<file path="src/rtl/boe_batch_sorter.sv">
// Batch statistics engine: SUM, MIN, optional MAX, then descending sort.
// Optional MAX output enabled by defining BOE_MAX_OUT_EN.
module boe_batch_sorter #(
   parameter int DATA_W = 8,
   parameter int MAX_N  = 6,
   parameter int CNT_W  = $clog2(MAX_N+1),
   parameter int SUM_W  = DATA_W+$clog2(MAX_N)
) (
   input  logic              clk,
   input  logic              rst,
   input  logic              in_valid,
   input  logic [CNT_W-1:0]  data_num,
   input  logic [DATA_W-1:0] data_in,
   output logic              busy,
   output logic              out_valid,
   output logic [1:0]        out_tag,
   output logic [SUM_W-1:0]  result
);

   typedef enum logic [2:0] {
      S_RECV,
      S_SUM,
      S_MIN,
      S_MAX,
      S_SORT
   } state_t;

   state_t state, state_nxt;

   logic [CNT_W-1:0]  n_q;
   logic [CNT_W-1:0]  cnt_q;
   logic [CNT_W-1:0]  sidx_q;
   logic [SUM_W-1:0]  sum_q;
   logic [DATA_W-1:0] mn_q;
`ifdef BOE_MAX_OUT_EN
   logic [DATA_W-1:0] mx_q;
`endif
   logic [DATA_W-1:0] arr_q [MAX_N];
   logic [DATA_W-1:0] ins   [MAX_N];
   logic [SUM_W-1:0]  last_q;

   logic             first;
   logic             accept;
   logic             last_smp;
   logic             sort_end;
   logic [CNT_W-1:0] n_eff;
   logic [MAX_N-1:0] ge;

   // Batch length is taken from the first sample only, clamped to MAX_N
   always_comb begin
      first = (cnt_q == '0);
      n_eff = n_q;
      if (first) begin
         if (data_num > CNT_W'(MAX_N))
            n_eff = CNT_W'(MAX_N);
         else
            n_eff = data_num;
      end
      accept = (state == S_RECV) && in_valid
               && !(first && (data_num == '0));
      last_smp = accept && ((cnt_q + CNT_W'(1)) == n_eff);
      sort_end = (state == S_SORT)
                 && (sidx_q == (n_q - CNT_W'(1)));
   end

   // Array stays descending (empty slots are 0), so ge is a thermometer code
   always_comb begin
      for (int i = 0; i < MAX_N; i++)
         ge[i] = (data_in >= arr_q[i]);
      ins[0] = ge[0] ? data_in : arr_q[0];
      for (int i = 1; i < MAX_N; i++) begin
         if (!ge[i])
            ins[i] = arr_q[i];
         else if (!ge[i-1])
            ins[i] = data_in;
         else
            ins[i] = arr_q[i-1];
      end
   end

   always_ff @(posedge clk or posedge rst) begin
      if (rst)
         state <= S_RECV;
      else
         state <= state_nxt;
   end

   always_comb begin
      state_nxt = state;
      unique case (state)
         S_RECV: if (last_smp) state_nxt = S_SUM;
         S_SUM:  state_nxt = S_MIN;
`ifdef BOE_MAX_OUT_EN
         S_MIN:  state_nxt = S_MAX;
`else
         S_MIN:  state_nxt = S_SORT;
`endif
         S_MAX:  state_nxt = S_SORT;
         S_SORT: if (sort_end) state_nxt = S_RECV;
         default: state_nxt = S_RECV;
      endcase
   end

   always_comb begin
      busy      = (state != S_RECV);
      out_valid = busy;
      out_tag   = 2'd0;
      result    = last_q;
      unique case (state)
         S_SUM: begin
            out_tag = 2'd0;
            result  = sum_q;
         end
         S_MIN: begin
            out_tag = 2'd1;
            result  = SUM_W'(mn_q);
         end
`ifdef BOE_MAX_OUT_EN
         S_MAX: begin
            out_tag = 2'd2;
            result  = SUM_W'(mx_q);
         end
`endif
         S_SORT: begin
            out_tag = 2'd3;
            result  = SUM_W'(arr_q[sidx_q]);
         end
         default: ;
      endcase
   end

   always_ff @(posedge clk or posedge rst) begin
      if (rst) begin
         n_q    <= '0;
         cnt_q  <= '0;
         sidx_q <= '0;
         sum_q  <= '0;
         mn_q   <= '1;
`ifdef BOE_MAX_OUT_EN
         mx_q   <= '0;
`endif
         last_q <= '0;
         for (int i = 0; i < MAX_N; i++)
            arr_q[i] <= '0;
      end else begin
         if (state != S_RECV)
            last_q <= result;
         if (accept) begin
            sum_q <= sum_q + SUM_W'(data_in);
            if (data_in < mn_q)
               mn_q <= data_in;
`ifdef BOE_MAX_OUT_EN
            if (data_in > mx_q)
               mx_q <= data_in;
`endif
            arr_q <= ins;
            cnt_q <= cnt_q + CNT_W'(1);
            if (first)
               n_q <= n_eff;
         end
         if (state == S_SORT) begin
            if (sort_end) begin
               cnt_q  <= '0;
               sidx_q <= '0;
               sum_q  <= '0;
               mn_q   <= '1;
`ifdef BOE_MAX_OUT_EN
               mx_q   <= '0;
`endif
               for (int i = 0; i < MAX_N; i++)
                  arr_q[i] <= '0;
            end else begin
               sidx_q <= sidx_q + CNT_W'(1);
            end
         end
      end
   end

endmodule

</file>
<file path="config.mk">
export PLATFORM = sky130hd
export DESIGN_NAME = boe_batch_sorter
export DESIGN_NICKNAME = d
export VERILOG_FILES = /design/src/rtl/boe_batch_sorter.sv
export SDC_FILE = /design/constraint.sdc
export NUM_CORES = 1
export LEC_CHECK = 0
export BUFFER_PORTS_ARGS = -buffer_cell sky130_fd_sc_hd__buf_4
export CAP_MARGIN = 15
export CORE_UTILIZATION = 46
export CTS_BUF_LIST = sky130_fd_sc_hd__clkbuf_4 sky130_fd_sc_hd__clkbuf_8 sky130_fd_sc_hd__clkbuf_16
export DETAILED_ROUTE_END_ITERATION = 7
export PLACE_DENSITY = 0.64
export SYNTH_ARGS = -nofsm -noshare
export SYNTH_HDL_FRONTEND = slang
export SYNTH_SLANG_ARGS = --single-unit
</file>
<file path="constraint.sdc">
create_clock -name clk -period 6.1 [get_ports clk]
set_input_delay 0.61 -clock clk [delete_from_list [all_inputs] [get_ports clk]]
set_output_delay 0.61 -clock clk [all_outputs]
set_load 0.01 [all_outputs]
</file>
==> results of run 1 <==
cells by family after synthesis:
kind of cell / Yosys count / share of synthesized area, %
AO/OA/AOI/OAI: 233 / 23.3
AND/OR/NAND/NOR: 151 / 10.8
buffers and inverters: 99 / 6.01
flip-flops: 90 / 34.0
adder cells (fa/ha/maj): 68 / 12.9
multiplexers: 63 / 11.0
XOR/XNOR: 14 / 2.05
layout make-up:
cell class | instances | share of cell area [%]
tap | 180 | 3.08
multi-input combinational | 529 | 55.0
clock inverter | 6 | 1.01
clock buffer | 10 | 3.27
timing repair buffer | 34 | 3.49
inverter | 62 | 3.20
sequential | 90 | 31.0
critical path: cells and delay by family (launching register included):
family | cells | cell delay [ns]
flops | 1 | 1.06
mux | 1 | 0.66
compound gates | 1 | 0.30
buf+inv | 1 | 0.15
simple gates | 1 | 0.07
routing by layer:
| layer | routed length, um | vias to the layer above |
|---|---|---|
| met5 | 0 | - |
| met4 | 406 | 0 |
| met3 | 781 | 26 |
| met2 | 8980 | 166 |
| met1 | 8330 | 2873 |
| li1 | - | 2658 |
cell usage after synthesis, types with 2 or more instances:
cell / n / area (sq um)
xor2_1: 6 / 52.6
o21a_1: 11 / 82.6
nand2_1: 42 / 158
mux2i_1: 53 / 531
a221oi_1: 8 / 70.1
o31a_1: 2 / 17.5
a31oi_1: 9 / 56.3
o211ai_1: 4 / 30.0
nor2_1: 47 / 176
a21oi_1: 70 / 350
buf_2: 11 / 55.1
nor3_1: 5 / 25.0
or3_1: 2 / 12.5
and2_1: 5 / 31.3
buf_4: 2 / 15.0
o31ai_1: 9 / 67.6
nor2b_1: 2 / 12.5
o31ai_2: 4 / 50.1
clkbuf_1: 22 / 82.6
nand3b_1: 3 / 22.5
inv_1: 62 / 233
o21ai_0: 32 / 160
a21o_1: 7 / 52.6
dfstp_2: 8 / 210
nand4_1: 9 / 56.3
mux2_2: 2 / 22.5
a2111oi_0: 5 / 43.8
a211oi_1: 57 / 428
ha_1: 67 / 838
dfrtp_1: 82 / 2050
xnor2_1: 7 / 61.3
mux4_2: 8 / 180
nand2b_1: 18 / 113
a211o_1: 2 / 17.5
or2_2: 2 / 12.5
nand3_1: 12 / 60.1
a22o_1: 7 / 61.3
stage by stage:
step | hold WS, ns | total power [uW]
after floorplan | 0.445 | 3110
after global placement | 0.472 | 3710
after detailed placement | 0.500 | 3840
after CTS | 0.322 | 4450
after global routing | 0.348 | 4830
final | 0.307 | 4460
worst max-delay path by stage:
stage                end  slack [ns]  startpoint
2_1_floorplan   arr_q[0]        3.17         rst
3_3_place_gp   arr_q[17]        3.08  data_in[0]
3_5_place_dp   arr_q[21]        2.97  data_in[0]
4_1_cts        result[5]        2.86   sidx_q[0]
5_1_grt        result[4]        2.69   sidx_q[0]
6_report       result[3]        2.87   sidx_q[0]
placed cells by master, fill, tap and decap left out, types with 5 or more instances in the layout:
cell / n
o31ai_1: 8
a21oi_1: 69
o21a_1: 11
xnor2_1: 7
o21ai_0: 32
a211oi_1: 57
nand2b_1: 18
inv_1: 61
mux4_2: 8
ha_1: 67
nand4_1: 9
dfrtp_1: 82
clkbuf_16: 9
and2_1: 5
o31ai_2: 5
nand2_1: 42
nor2_1: 46
nor3_1: 5
a31oi_1: 9
mux2i_1: 53
a22o_1: 7
dfstp_2: 8
nand3_1: 12
xor2_1: 6
a221oi_1: 8
buf_4: 34
a2111oi_0: 5
a21o_1: 7
state kept, by name (all words and copies together), names as in the netlist:
| register | flops |
|---|---|
| arr_q | 48 |
| cnt_q | 3 |
| mn_q | 8 |
| last_q | 11 |
| sum_q | 11 |
| sidx_q | 3 |
| n_q | 3 |
| state | 3 |
where the power goes:
part           internal (uW)  switching [uW]  total (uW)
clock network            334             259         593
registers                922             412        1330
logic                   1140            1400        2540
total                   2390            2070        4460
==> impl_metrics.tcl, run 1 <==
set metrics [dict create \
    status "finished clean" \
    vias 5723 \
    die_x_um 122 \
    final.fill_count 1273 \
    rsz0062_at_grt "false" \
    postRouteAntennaNets 0 \
    critPathRequiredTime_ns 5.49 \
    wl_um 18500 \
    fmax_mhz 309 \
    ir_drop_v 0.000285 \
    grt_pass1_wl_um 29900 \
    syn-instance-count 718 \
    setup_ws_ns 2.87 \
    synth-edff-count 0 \
    final_area_sq_um 7310 \
    min_path_type "input port to asynchronous set/reset pin" \
    start_util_pct 47.6 \
    cp_slowest_cell "dfrtp_1" \
    regArea_sq_um 2260 \
    syn_nets 800 \
    worstSkewPairLatency_ns 0.36 \
    start_kind "flip-flop" \
    use_met1_pct 34.8 \
    placed_cells 895 \
    area_growth_pct 9.77 \
    grt.total_usage_pct 26.4 \
    cts_sinks 90 \
    grt_use_met2_pct 43.5 \
    synth_area_per_cell_sq_um 9.27 \
    reg2reg_to "arr_q[31]" \
    grt_pass1_vias 5694 \
    antenna_cells 0 \
    synth.distinct_cells 51 \
    finClkSkew_ns 0.0106 \
    rows 43 \
    final_core_util_pct 52.2 \
    cts_setup_buffers 0 \
    dieHeight_um 122 \
    drive_gt1_share_pct 11.4 \
    grt_use_met3_pct 4.32 \
    p_per_area_nw_per_um2 611 \
    gr-total-overflow 0 \
    finalCritPeriodShare_pct 53.0 \
    post-route-min-period_ns 3.23 \
    viasPerCell 6.28 \
    cts_resized 0 \
    p_leak_uw 0.00335 \
    rrSetupSlack_ns 3.13 \
    dr.pass1.iters 5 \
    finalHoldViolCount 0 \
    cts_buffers 9 \
    hpwlAfterDp_um 12800 \
    slew_violations 0 \
    busiest_layer "met2" \
    antenna_found_initial 0 \
    nNetsFinal 808 \
    clk_pin_slew_worst_paths_ns 0.07 \
    ys_seq_area_share_pct 34.0 \
    io_pins 29 \
    max_stage_delay_ns 1.06 \
    worst_slew_pin_slew_ns 1.09 \
    place_worst_setup_slack_ns 2.97 \
    initialDrtViolationCount 392 \
    port_buffers 28 \
    relSlewSlack_pct 26.5 \
    r2r-start "state[1]" \
    routabilityCongestion 0.849 \
    synth-seq-cells 90 \
    drc 0 \
    worstPathMaxFanout 20 \
    async_reset_ff_share_pct 100 \
    clk_root_buffer_cell "clkbuf_16" \
    dieArea_sq_um 15000 \
    grt_max_degree 58 \
    crit_type "flip-flop to primary output" \
    yosysWarningCount 0 \
    cp.arrival_ns 2.62 \
    tns_ns 0 \
    setup_viol 0 \
    multiInputGateArea_sq_um 4020 \
    wl_per_cell_um 20.3 \
    reg2reg_depth 5 \
    cts_buffer_depth 2 \
    endpoint_kind "primary output" \
    maxCapViolCount 0 \
    synth_ff_type "dfrtp_1" \
    placed_area_sq_um 7000 \
    cts_hold_buf 0 \
    cts_tree "done" \
    cp_cell_sequence "mux4_2, a21oi_1, nor2_1, buf_4" \
    layout.cells.non_filler 911 \
    h-tree-depth 3 \
    core_sq_um 14000 \
    synth_area_sq_um 6660 \
]
Note: power is estimated with default switching activity, not from simulation.
==> inputs of run 2 (changes only) <==
- clock period: 6.1 -> 3.19 ns (I/O delays scaled with it)
==> run 2 against run 1 <==
Net effect:
- combinational power grew 98%
- largest power group unchanged
- global-route usage grew 0.34 points
- first-iteration DRC count shrank 12%
- setup slack lost 2.3 ns
- utilization grew 0.94 points
- hold slack lost 0.29 ns
==> impl_metrics.tcl, run 2 (synthesis results as in run 1) <==
set metrics [dict create \
    r2r-start "arr_q[16]" \
    switching_share_pct 45.3 \
    tns_ns 0 \
    drive_gt1_share_pct 12.8 \
    start_util_pct 47.6 \
    status "finished clean" \
    cts_setup_buffers 0 \
    cts_buffer_depth 2 \
    startpoint "sidx_q[0]" \
    p_per_area_nw_per_um2 1160 \
    setup_viol 0 \
    area_growth_pct 11.7 \
    dr.pass1.iters 5 \
    worst_slew_pin_slew_ns 0.907 \
    nNetsFinal 820 \
    gr-total-overflow 0 \
    final_cell_mix "dfrtp_1, a21oi_1, ha_1" \
    dieHeight_um 122 \
    endpoint_kind "primary output" \
    p_clk_share_pct 13.7 \
    ir_drop_v 0.000458 \
    wl_per_cell_um 20.4 \
    antenna_cells 0 \
    use_met1_pct 35.4 \
    grt_use_met2_pct 42.7 \
    wl_um 18800 \
    start_kind "flip-flop" \
    worstPathMaxFanout 13 \
    critPathRequiredTime_ns 2.87 \
    worstSkewPairLatency_ns 0.35 \
    cts_tree "done" \
    reg_top3 "arr_q: 48 flops, last_q: 11 flops, sum_q: 11 flops" \
    crit_type "flip-flop to primary output" \
    cts_sinks 90 \
    combPwrFrac_pct 58.0 \
    fmax_mhz 385 \
    largest_reg_flops 48 \
    internal-power_uw 4740 \
    cp_slowest_cell "dfrtp_1" \
    grt_max_degree 62 \
    initialDrtViolationCount 346 \
    hpwlAfterDp_um 13100 \
    final_common_cell "dfrtp_1" \
    port_buffers 28 \
    finalHoldViolCount 0 \
    antenna_found_initial 0 \
    max_stage_delay_ns 0.79 \
    drc 0 \
    p_leak_uw 0.00342 \
    min_path_type "input port to asynchronous set/reset pin" \
    cp.arrival_ns 2.28 \
    rsz0062_at_grt "false" \
    grt.total_usage_pct 26.7 \
    clk_pin_slew_worst_paths_ns 0.06 \
    final.fill_count 1270 \
    rows 43 \
    maxCapViolCount 0 \
    io_pins 29 \
    cts_resized 0 \
    busiest_layer "met2" \
    grt_pass1_wl_um 30200 \
    grt_use_met3_pct 5.95 \
    whs_ns 0.0134 \
    slew_violations 0 \
    relSlewSlack_pct 39.1 \
    switchingPower_uw 3920 \
    grt_pass1_vias 5689 \
    post-route-min-period_ns 2.60 \
    die_x_um 122 \
    final_core_util_pct 53.2 \
    postRouteAntennaNets 0 \
    clk_root_buffer_cell "clkbuf_16" \
    h-tree-depth 3 \
    top_register "arr_q" \
    cp_cell_sequence "buf_4, mux2i_1, o21ai_0, a21oi_1, nor2_1, buf_4" \
    core_sq_um 14000 \
    cts_hold_buf 0 \
    viasPerCell 6.19 \
    cts_buffers 9 \
    vias 5709 \
    dieArea_sq_um 15000 \
    routabilityCongestion 0.867 \
    crit_top_cell "buf_4" \
    finalCritPeriodShare_pct 81.4 \
    finClkSkew_ns 0.00613 \
    power.share.sequential_pct 28.3 \
]
[run 2: changes by cell type in the layout (fill, tap and decap cells not counted)]
cell | before | now
inv_8 | 1 | 0
clkinv_4 | 1 | 0
bufinv_16 | 1 | 2
inv_6 | 1 | 0
clkbuf_4 | 0 | 2
buf_4 | 34 | 44
buf_12 | 0 | 2
[run 2: worst paths after layout]
kind	endpoint	slack [ns]	cells after the start
min in group clk	n_q[1]	0.20	3
setup / recovery	result[2]	0.59	6
hold / removal	sum_q[4]	0.01	2
hold reg to reg	sum_q[10]	0.53	1
max in group asynchronous	mn_q[0]	2.39	3
setup reg to reg	arr_q[17]	0.67	7
[run 2: power by group through the flow]
| stage | Combinational (uW) | Clock [uW] | Sequential (uW) |
|---|---|---|---|
| finish | 5020 | 1190 | 2450 |
| global route | 5570 | 1260 | 2520 |
| CTS | 5020 | 1210 | 2440 |
| detailed placement | 4980 | 0 | 2460 |
| global placement | 4790 | 0 | 2440 |
| floorplan | 3810 | 0 | 2140 |
[run 2: through the flow]
step	instances	power [uW]	cell area [sq um]	worst slack, ns
after floorplan	718	5950	6660	0.549
after global placement	907	7230	7110	0.487
after detailed placement	907	7440	7110	0.426
after CTS	923	8660	7440	0.544
after global routing	923	9350	7440	0.348
final	923	8660	7440	0.592
[run 2: layout make-up]
type / count / area (sq um) / share of cell area [%]
tap: 180 / 225 / 3.03
clock buffer: 12 / 254 / 3.41
multi-input combinational: 529 / 4020 / 54.0
clock inverter: 4 / 75.1 / 1.01
timing repair buffer: 46 / 370 / 4.98
sequential: 90 / 2260 / 30.4
inverter: 62 / 234 / 3.14
[run 2: worst max-delay path, delay by kind of cell, from the launching register on]
kind | cells | cell delay [ns]
and+or+nand+nor | 1 | 0.10
AOI/OAI and AO/OA | 2 | 0.30
buffers and inverters | 2 | 0.49
DFF | 1 | 0.79
muxes | 1 | 0.26
[run 2: routing by layer]
metal | vias to the layer above | routed length [um]
li1 | 2681 | -
met1 | 2836 | 8560
met2 | 158 | 8860
met3 | 34 | 1070
met4 | 0 | 339
met5 | - | 0
==> inputs of run 3 (changes only) <==
- clock period: 3.19 -> 2.6 ns (I/O delays scaled with it)
==> run 3 against run 2 <==
Net effect:
- register-to-register slack worse by 0.59 ns
- largest cell class unchanged
- global-route usage is 1.1 points higher
- sequential share of layout area is 1.2 points lower
- largest power group unchanged
==> impl_metrics.tcl, run 3 (synthesis results as in run 1) <==
set metrics [dict create \
    reg_top3 "arr_q: 48 flops, last_q: 11 flops, sum_q: 11 flops" \
    dieArea_sq_um 15000 \
    setup_viol 0 \
    finalPower_uw 11000 \
    wl_per_cell_um 20.4 \
    combPwrFrac_pct 60.7 \
    reg2reg_depth 7 \
    p_leak_uw 0.00359 \
    nNetsFinal 856 \
    cp_cell_sequence "inv_1, ha_1, nor2b_1, and2_1, nor4b_1, o31ai_1, a21oi_1" \
    final_area_sq_um 7750 \
    core_sq_um 14000 \
    grt.total_usage_pct 27.9 \
    finClkSkew_ns 0.0120 \
    rows 43 \
    cts_sinks 90 \
    h-tree-depth 3 \
    max_stage_delay_ns 0.97 \
    critPathRequiredTime_ns 2.88 \
    cts_tree "done" \
    hpwlAfterDp_um 14200 \
    internal-power_uw 5980 \
    final_common_cell "dfrtp_1" \
    final_cell_mix "dfrtp_1, buf_4, a21oi_1" \
    antenna_cells 0 \
    r2r-start "cnt_q[0]" \
    endpoint_kind "flip-flop" \
    finalCritPeriodShare_pct 97.0 \
    worstPathMaxFanout 6 \
    cp_slowest_cell "nor4b_1" \
    p_per_area_nw_per_um2 1410 \
    fmax_mhz 397 \
    largest_reg_flops 48 \
    cts_buffer_depth 2 \
    crit_path_end "arr_q[22]" \
    start_kind "flip-flop" \
    power.share.sequential_pct 26.4 \
    finalHoldViolCount 0 \
    clk_root_buffer_cell "clkbuf_16" \
    reg2reg_to "arr_q[22]" \
    relSlewSlack_pct 25.1 \
    grt_max_degree 50 \
    gr-total-overflow 0 \
    dieHeight_um 122 \
    drive_gt1_share_pct 17.2 \
    slew_violations 0 \
    cts_hold_buf 0 \
    antenna_found_initial 0 \
    drc 0 \
    viasPerCell 6.11 \
    rsz0062_at_grt "true" \
    cts_buffers 9 \
    post-route-min-period_ns 2.52 \
    dr.pass1.iters 5 \
    initialDrtViolationCount 447 \
    switchingPower_uw 4990 \
    ir_drop_v 0.000603 \
    die_x_um 122 \
    start_util_pct 47.6 \
    io_pins 29 \
    routabilityCongestion 0.844 \
    status "finished clean" \
    grt_pass1_vias 5834 \
    min_path_type "input port to asynchronous set/reset pin" \
    placed_area_sq_um 7380 \
    postRouteAntennaNets 0 \
    grt_pass1_wl_um 31300 \
    top_register "arr_q" \
    port_buffers 28 \
    crit_type "flip-flop to flip-flop" \
    rrSetupSlack_ns 0.08 \
    area_growth_pct 16.5 \
    p_clk_share_pct 12.8 \
    vias 5858 \
    cp.arrival_ns 2.80 \
    maxCapViolCount 0 \
    clk_pin_slew_worst_paths_ns 0.08 \
    switching_share_pct 45.5 \
    worst_slew_pin_slew_ns 1.11 \
    startpoint "cnt_q[0]" \
    worstSkewPairLatency_ns 0.36 \
    wl_um 19500 \
]
==> run 3: cell count changes in the layout (fill, tap and decap cells not counted), moves of 2 or more <==
cell       before  now
clkbuf_4        2    0
buf_4          44   76
buf_12          2    5
a2111oi_0       5    3
inv_6           0    3
a2111oi_1       0    2
==> run 3: metrics by stage <==
stage	cells	setup slack, ns	hold slack, ns	utilization, %	setup TNS [ns]
floorplan	718	0.0180	0.377	-	0
global placement	937	-0.0596	0.468	52.7	-0.361
detailed placement	938	-0.101	0.474	52.8	-0.278
CTS	954	0.0348	0.0942	55.0	0
global route	959	-0.0428	0.129	55.4	-0.142
finish	959	0.0784	0.0656	55.4	0
==> run 3: power groups by stage <==
stage / Combinational [uW] / Sequential [uW] / Clock [uW]
2_1_floorplan: 4680 / 2620 / 0
3_3_place_gp: 6250 / 2880 / 0
3_5_place_dp: 6510 / 2900 / 0
4_1_cts: 6550 / 2880 / 1410
5_1_grt: 7400 / 2970 / 1480
6_report: 6660 / 2900 / 1410
==> run 3: layer usage <==
layer	vias to the layer above	global-route usage, %	wire (um)	part of all wire (%)
met4	0	9.76	469	2.4
met1	2883	37.9	8930	46
met3	39	5.39	1060	5.4
li1	2757	-	-	-
met2	179	44.0	9080	46
met5	-	0	0	0
==> run 3: final cells by class <==
cell class	count	area [sq um]
fillers	1261	6230
multi-input cells	529	4040
flip-flops and latches	90	2260
repair buffers	81	671
clock buffers	10	239
inverters	62	238
well taps	180	225
clock inverters	6	72.6
repair inverters	1	5.00
==> run 3: critical path: cells and delay by family, from the launching register on <==
family | cells | cell delay [ns]
buf+inv | 1 | 0.09
flops | 1 | 0.39
fa+ha+maj | 1 | 0.23
compound gates | 2 | 0.31
simple gates | 3 | 1.42
==> run 3: worst min-delay path by stage <==
stage                      startpoint        end  slack [ns]  cells after the start
final                             rst   sum_q[4]        0.07                      2
after global routing              rst   sum_q[9]        0.13                      2
after CTS                         rst  last_q[0]        0.09                      2
after detailed placement          rst   sum_q[4]        0.47                      2
after global placement      sum_q[10]  sum_q[10]        0.47                      1
after floorplan           data_num[1]     n_q[1]        0.38                      2
==> run 3: repair_timing <==
item,CTS,global route
hold endpoints to repair,0,0
setup buffers,0,4
setup endpoints to repair,0,27
gates resized for setup,0,6
